==> src/rtl/conv_pkg.sv <==
// Shared definitions for the convolution feeder: FSM state type and the
// default pixel width.
package conv_pkg;

  localparam int unsigned DATA_WIDTH_DEF = 16;

  typedef enum logic [1:0] {
    IDLE = 2'd0,
    RUN  = 2'd1,
    DONE = 2'd2
  } state_t;

endpackage

==> src/rtl/conv_pos_counter.sv <==
// Raster position tracker for a PW x PH padded frame.
// Ports:
//   clk, rstn   clock, asynchronous active-low reset
//   adv_i       step to the next raster position
//   col_o/row_o current position
//   wrap_o      current column is the last of its row
//   last_o      current position is the final one of the frame
module conv_pos_counter #(
  parameter int unsigned PW = 10,
  parameter int unsigned PH = 10,
  localparam int unsigned CW = (PW > 1) ? $clog2(PW) : 1,
  localparam int unsigned RW = (PH > 1) ? $clog2(PH) : 1
) (
  input  logic          clk,
  input  logic          rstn,
  input  logic          adv_i,
  output logic [CW-1:0] col_o,
  output logic [RW-1:0] row_o,
  output logic          wrap_o,
  output logic          last_o
);

  logic [CW-1:0] col_q, col_d;
  logic [RW-1:0] row_q, row_d;

  assign col_o  = col_q;
  assign row_o  = row_q;
  assign wrap_o = (col_q == CW'(PW - 1));
  assign last_o = wrap_o && (row_q == RW'(PH - 1));

  // Column wraps into the next row; the final position returns to origin.
  always_comb begin
    col_d = col_q;
    row_d = row_q;
    if (adv_i) begin
      if (wrap_o) begin
        col_d = '0;
        row_d = last_o ? '0 : row_q + RW'(1);
      end else begin
        col_d = col_q + CW'(1);
      end
    end
  end

  always_ff @(posedge clk or negedge rstn) begin
    if (!rstn) begin
      col_q <= '0;
      row_q <= '0;
    end else begin
      col_q <= col_d;
      row_q <= row_d;
    end
  end

endmodule

==> src/rtl/conv_feeder.sv <==
// Streams one raster frame into a convolution line buffer, inserting a
// zero border of PAD pixels on every side when CONV_FEEDER_PAD_EN is
// defined (otherwise the frame passes through unpadded and PAD is unused).
// Ports:
//   clk, rstn            clock, asynchronous active-low reset
//   start                one-cycle frame request (honoured in IDLE only)
//   in_data/in_valid     raster-order source pixels
//   in_ready             combinational: an interior pixel is taken this cycle
//   out_data/out_valid   registered padded pixel stream
//   out_sol/out_last     registered column-0 / final-pixel markers
//   busy                 state is RUN
//   done                 state is DONE, one cycle after out_last
module conv_feeder
  import conv_pkg::*;
#(
  parameter int unsigned DATA_WIDTH = DATA_WIDTH_DEF,
  parameter int unsigned IMG_W      = 8,
  parameter int unsigned IMG_H      = 8,
  parameter int unsigned PAD        = 1
) (
  input  logic                  clk,
  input  logic                  rstn,
  input  logic                  start,
  input  logic [DATA_WIDTH-1:0] in_data,
  input  logic                  in_valid,
  output logic                  in_ready,
  output logic [DATA_WIDTH-1:0] out_data,
  output logic                  out_valid,
  output logic                  out_sol,
  output logic                  out_last,
  output logic                  busy,
  output logic                  done
);

`ifdef CONV_FEEDER_PAD_EN
  localparam int unsigned PAD_E = PAD;
`else
  localparam int unsigned PAD_E = PAD - PAD;
`endif
  localparam int unsigned PW = IMG_W + 2 * PAD_E;
  localparam int unsigned PH = IMG_H + 2 * PAD_E;
  localparam int unsigned CW = (PW > 1) ? $clog2(PW) : 1;
  localparam int unsigned RW = (PH > 1) ? $clog2(PH) : 1;

  state_t state_q, state_d;

  logic [DATA_WIDTH-1:0] out_data_q, out_data_d;
  logic                  out_valid_q, out_valid_d;
  logic                  out_sol_q, out_sol_d;
  logic                  out_last_q, out_last_d;

  logic          adv;
  logic [CW-1:0] col;
  logic [RW-1:0] row;
  logic          wrap;
  logic          last;
  logic          border;
  logic          unused_wrap;

  conv_pos_counter #(
    .PW(PW),
    .PH(PH)
  ) u_pos (
    .clk   (clk),
    .rstn  (rstn),
    .adv_i (adv),
    .col_o (col),
    .row_o (row),
    .wrap_o(wrap),
    .last_o(last)
  );

  assign unused_wrap = wrap;

`ifdef CONV_FEEDER_PAD_EN
  assign border = (int'(row) < int'(PAD_E)) || (int'(row) >= int'(PAD_E + IMG_H)) ||
                  (int'(col) < int'(PAD_E)) || (int'(col) >= int'(PAD_E + IMG_W));
`else
  assign border = 1'b0;
`endif

  // Next state, position advance and next output word. The RUN cycle in
  // which out_last is visible is a drain cycle: the counters have already
  // wrapped to the origin, so nothing is accepted or emitted before DONE.
  always_comb begin
    state_d     = state_q;
    adv         = 1'b0;
    in_ready    = 1'b0;
    out_data_d  = '0;
    out_valid_d = 1'b0;
    out_sol_d   = 1'b0;
    out_last_d  = 1'b0;
    case (state_q)
      IDLE: begin
        if (start) state_d = RUN;
      end
      RUN: begin
        if (out_last_q) begin
          state_d = DONE;
        end else begin
          in_ready = !border;
          adv      = border || in_valid;
          if (adv) begin
            out_valid_d = 1'b1;
            out_data_d  = border ? '0 : in_data;
            out_sol_d   = (col == '0);
            out_last_d  = last;
          end
        end
      end
      DONE: begin
        state_d = IDLE;
      end
      default: begin
        state_d = IDLE;
      end
    endcase
  end

  always_ff @(posedge clk or negedge rstn) begin
    if (!rstn) begin
      state_q     <= IDLE;
      out_data_q  <= '0;
      out_valid_q <= 1'b0;
      out_sol_q   <= 1'b0;
      out_last_q  <= 1'b0;
    end else begin
      state_q     <= state_d;
      out_data_q  <= out_data_d;
      out_valid_q <= out_valid_d;
      out_sol_q   <= out_sol_d;
      out_last_q  <= out_last_d;
    end
  end

  assign out_data  = out_data_q;
  assign out_valid = out_valid_q;
  assign out_sol   = out_sol_q;
  assign out_last  = out_last_q;
  assign busy      = (state_q == RUN);
  assign done      = (state_q == DONE);

endmodule

==> config.mk <==
export PLATFORM = sky130hd
export DESIGN_NAME = conv_feeder
export DESIGN_NICKNAME = d
export VERILOG_FILES = /design/src/rtl/conv_pkg.sv /design/src/rtl/conv_pos_counter.sv /design/src/rtl/conv_feeder.sv
export SDC_FILE = /design/constraint.sdc
export NUM_CORES = 1
export LEC_CHECK = 0
export CAP_MARGIN = 0
export CORE_MARGIN = 5
export CORE_UTILIZATION = 42
export CTS_CLUSTER_DIAMETER = 40
export DETAILED_ROUTE_END_ITERATION = 10
export GPL_TIMING_DRIVEN = 0
export PLACE_DENSITY = 0.78
export SYNTH_ARGS = -nofsm -noshare
export SYNTH_HDL_FRONTEND = slang
export SYNTH_HIERARCHICAL = 1
export SYNTH_SLANG_ARGS = --single-unit
==> constraint.sdc <==
create_clock -name clk -period 1.8 [get_ports clk]
set_input_delay 0.18 -clock clk [delete_from_list [all_inputs] [get_ports clk]]
set_output_delay 0.18 -clock clk [all_outputs]
set_load 0.05 [all_outputs]
**Yosys cells after proc, flatten, opt, wreduce, memory -nomap -nowiden**

Cells that the tools add are included.

- Bits in registers: 27
- Input port bits: 20
- Output and inout port bits: 22
- Logic and storage cells: 41

- $add $sub $neg: 2
- Eq/ne operators: 6
- Multiplexer cells: 21
- Reduce and logical (&&, ||, !) cells: 5

Operators by type and width:

| operator | number |
|---|---|
| 16-bit two-way mux | 3 |
| 1-bit two-way mux | 13 |
| 3-bit by 1-bit adder with 3-bit output (second input constant) | 2 |
| 3-bit equality test (second input constant) | 2 |
| 3-bit two-way mux | 2 |
| 2-bit two-way mux | 2 |
| 2-bit case mux with 2 select lines | 1 |
| 2-bit AND reduction | 2 |
| 3-bit zero test | 1 |
| 2-bit by 1-bit equality test with 1-bit output (second input constant) | 1 |
| 2-bit equality test (second input constant) | 1 |
| 2-bit zero test | 1 |
| 2-bit by 1-bit != test with 1-bit output (second input constant) | 1 |
| 2-bit != test (second input constant) | 1 |
| 1-bit logical AND | 1 |

**Logic depth before layout (Yosys ltp)**

- Depth in word-level cells: 5
- Depth in mapped cells: 5

**Cells and area by module**

Netlist, hierarchy kept.

By module, submodules not included:

| module | instances | cells each | area each (um2) | sequential area each (um2) |
|---|---|---|---|---|
| conv_feeder | 1 | 48 | 716.9 | 525.5 |
| conv_pos_counter | 1 | 25 | 332.8 | 150.1 |

**Worst setup path after synthesis**

No wires, ideal clock.

- Path kind: register to output
- Start point: register state_q[0]
- End point: output port in_ready
- Data arrival time: 1.951 ns
- Required time: 1.620 ns
- Path slack: -0.331 ns
- Cell stages (with the launch flop): 3
- Buffers on the path: 0
- Cells stage by stage: dfrtp_1 > nor2b_1 > nor2b_1

- Cells in the longest elaborated chain, start to end: 2

Ends and longest elaborated chain:

| item | RTL line | source |
|---|---|---|
| start: declaration | conv_feeder.sv:45 | `state_t state_q, state_d;` |
| start signal: assignment | conv_feeder.sv:128 | `state_q <= state_d;` |
| 2-bit by 1-bit equality test with 1-bit output | - |  |
| via busy | conv_feeder.sv:31 | `output logic busy,` |
| 1-bit two-way mux | conv_feeder.sv:93 | `case (state_q)` |
| end: declaration | conv_feeder.sv:26 | `output logic in_ready,` |

The timed path passes the listed nets, and every way through them passes these cells.

**Final worst setup path**

- Start point: register state_q[0]
- End point: output port busy

- Cells in the longest elaborated chain, start to end: 1

Ends and longest elaborated chain:

| item | RTL line | source |
|---|---|---|
| 2-bit by 1-bit equality test with 1-bit output | conv_feeder.sv:140 | `assign busy = (state_q == RUN);` |
| end: declaration | conv_feeder.sv:31 |  |

No other way between the ends.

==> results by group <==
Synth
  • Unique masters post-synth: 17
  • Async SR Flop Fraction: 100%
  • Register bit total from synthesis: 27
  • Synthesized area: 1050 µm²
  • Mapped Cells: 73
  • Multiplexer share of the synthesized area: approximately 4.6%
  • Syn. warnings: 6
  • Largest family of logic cells by synthesized area: simple AND/OR/NAND/NOR gates
  • Avg Inst Size Synth: between 10 and 15 µm²
  • EDFF count, synth: 0
  • Post-synth top flop: dfrtp_1
  • Syn Nets: roughly 100
  • Adder-Cell Fraction of Synth Area: ~6.0%
  • Register area share after synthesis: 64.4%
  • Synth Area in Simple Gates: 18.0%
  • XOR/XNOR share of the synthesized area: 0%
  • Compound-gate portion of the synthesized area: 4.53%

Die
  • Starting Density: approximately 43%
  • Die X: roughly 60 µm
  • Die height: between 50 and 60 µm
  • Total die area: between 3000 and 4000 µm²
  • Core Area: 2430 µm²
  • I/O pin cnt: 42
  • FP Rows: 18

Placement
  • HPWL after DPL: 1.59 mm
  • Gp weighted congestion: approximately 0.7
  • Port Buf Inserts: 41

Power and ir drop
  • Power per cell area: 1170 nW/µm²
  • Leakage: 0.000722 µW
  • Tot Pwr: roughly 1800 µW
  • Worst vdd ir: 744 µV

Flow run
  • # Max-Cap Violations: 0

Worst setup path
  • Critical path cell sequence: nor2b_2 > dlygate4sd2_1
  • Slowest stage delay, CP: 550 ps
  • WS Path Type: reg -> out
  • Crit path DAT: roughly 1500 ps
  • Critical path peak fanout: 5
  • Data required, critical path: 1620 ps
  • CP Capture Type: primary output
  • Crit path launch type: flip-flop
  • CP max-delay cell: dlygate4sd2_1

STA
  • Max_slew headroom: roughly a fifth
  • Final hold viol count: 0
  • Slew @ Worst Pin: 1180 ps
  • Clock Skew: ~1.0 ps
  • Crit path time final: 1670 ps
  • Setup_tns: 0 ps
  • Fmax: ~600 MHz
  • Final worst path period share: slightly above 90%
  • Max Slew Vio Count: 0
  • # setup viols final: 0
  • RSZ-0062 raised after global routing: no

Global routing
  • Met3 usage: 3.02%
  • Met2 Use GR: approximately a fifth
  • Vias in the first global route: 700
  • Top Usage Layer GRT: met2
  • Met1 Use GR: approximately 15%
  • Initial antenna violation count: 0
  • Total GRT Usage: 12.2%
  • Global-route wire length before repair: about 3.3 mm
  • Largest net degree at the start of global routing: 28
  • Grt total ovfl: 0

Layout
  • Fillers: approximately 210
  • Final net count: 144
  • Layout cells sized above 1: about 15%
  • Area delta synth->final: 45.9%
  • Diode count: 0

Clock network
  • CTS root buf: clkbuf_4
  • CTS tree: built
  • CTS sink count: 27
  • Clk slew on worst S/H paths: approximately 140 ps
  • H-tree depth: 1
  • Clock latency on the worst-skew pair: around 310 ps
  • Hold_buf cts: 0
  • Setup Fix Bufs, Post-CTS: 0
  • Max Root-Sink Buffers: 2
  • CTS buffer count: 3

Route
  • Via count: slightly below 700
  • Detail Route Antenna Nets: 0
  • Post-DR wirelength/cell: approximately 14 µm
  • Vias per inst: ~4.7
  • Residual DRC: 0
  • Drt pass-1 iters: 2
  • Aggregate routed wire length: 2.05 mm
  • Detailed Route Iter0 Violations: 13

Run status
  • Outcome: complete, no violations

Hold path
  • Type of the tightest min-delay check: in -> reg
[what timing repair did]
item,4_1_cts,5_1_grt
pin swaps,0,0
resized for setup,5,1
setup endpoints to repair,3,1
[flip-flops by register name, summed over array words and instances (netlist names)]
name and cells:
out_sol 1, u_pos/col_o 3, state_q 2, out_data 16, u_pos/row_o 3, out_last 1
out_valid 1
[cell usage after synthesis (2+ instances only)]
library cell,count,area share (%)
and2_1,18,11
dfrtp_1,27,64
a41o_2,2,2.1
a21boi_0,2,1.4
nor2b_1,3,1.8
mux2_2,3,3.2
ha_1,5,6.0
nand2b_1,2,1.2
buf_6,2,2.1
a21oi_1,2,0.95
[worst max-delay path: cells and delay by family, from the launching register on]
family | cells | cell delay (ps)
AND/OR/NAND/NOR | 1 | 200
buffers and inverters | 1 | 550
flip-flops | 1 | 420
[cells by family after synthesis]
| kind of cell | count (synthesis) |
|---|---|
| AOI/OAI and AO/OA | 6 |
| adders and majority gates | 5 |
| buffers and inverters | 3 |
| DFF | 27 |
| muxes | 4 |
| and+or+nand+nor | 28 |
[power breakdown]
| part | total (µW) | switching [µW] | internal [µW] |
|---|---|---|---|
| clock network | 256 | 173 | 83.1 |
| registers | 803 | 76.6 | 727 |
| logic | 732 | 405 | 327 |
[path summary, 6_finish.rpt]
check / start / depth (start not counted) / slack [ps] / to
worst max-delay path: state_q[0]$_DFFE_PN0P_ / 2 / 130 / busy
worst min-delay path: in_data[12] / 2 / 400 / out_data[12]$_DFF_PN0_
worst max register to register: state_q[1]$_DFFE_PN0P_ / 5 / 230 / u_pos/row_o[0]$_DFFE_PN0P_
worst min register to register: u_pos/col_o[1]$_DFFE_PN0P_ / 1 / 490 / out_sol$_DFF_PN0_
max in group asynchronous: rstn / 1 / 630 / u_pos/row_o[1]$_DFFE_PN0P_
min in group asynchronous: rstn / 1 / 480 / out_data[7]$_DFF_PN0_
[cell type report]
class	count	area [µm²]	share of cell area (%)
buffer	2	22.5	1.47
clock buffer	3	22.5	1.47
clock inverter	1	5.00	0.327
inverter	1	3.75	0.245
multi-input combinational	43	353	23.0
sequential	27	676	44.1
tap	30	37.5	2.45
timing repair buffer	41	412	26.9
[stage by stage]
| stage | utilization [%] | worst slack (ps) | std cells | hold WS, ps | area (µm²) |
|---|---|---|---|---|---|
| after floorplan | - | 98.8 | 73 | -116 | 1050 |
| after global placement | 61.8 | 102 | 144 | 463 | 1500 |
| after detailed placement | 61.8 | 56.9 | 144 | 477 | 1500 |
| after CTS | 62.9 | 11.7 | 148 | 390 | 1530 |
| after global routing | 63.0 | 46.4 | 148 | 382 | 1530 |
| final | 63.0 | 132 | 148 | 398 | 1530 |
[layout by cell type, fill, tap and decap left out]
cell             netlist  layout
a21boi_0               2       2
dlymetal6s2s_1         0       1
mux2_4                 1       1
nor2_1                 1       1
clkbuf_4               0       3
clkinv_2               0       1
nand2_2                1       1
dfrtp_1               27      27
nand2_1                1       1
and2_1                18      18
a21oi_1                2       2
and4bb_4               1       1
clkdlybuf4s15_2        0       1
dlygate4sd2_1          0       2
nor4b_2                1       1
ha_1                   5       5
nor2b_1                3       1
nand2b_1               2       2
nor2b_2                0       2
a41o_2                 2       2
mux2_2                 3       3
buf_6                  2       2
inv_1                  1       1
clkdlybuf4s50_1        0      37
[per-layer routing]
layer | up-vias | share of wire (%)
met1 | 335 | 42
met5 | - | 0
li1 | 330 | -
met4 | 0 | 0.88
met2 | 23 | 50
met3 | 2 | 7.1
Note: power is estimated with default switching activity, not from simulation.
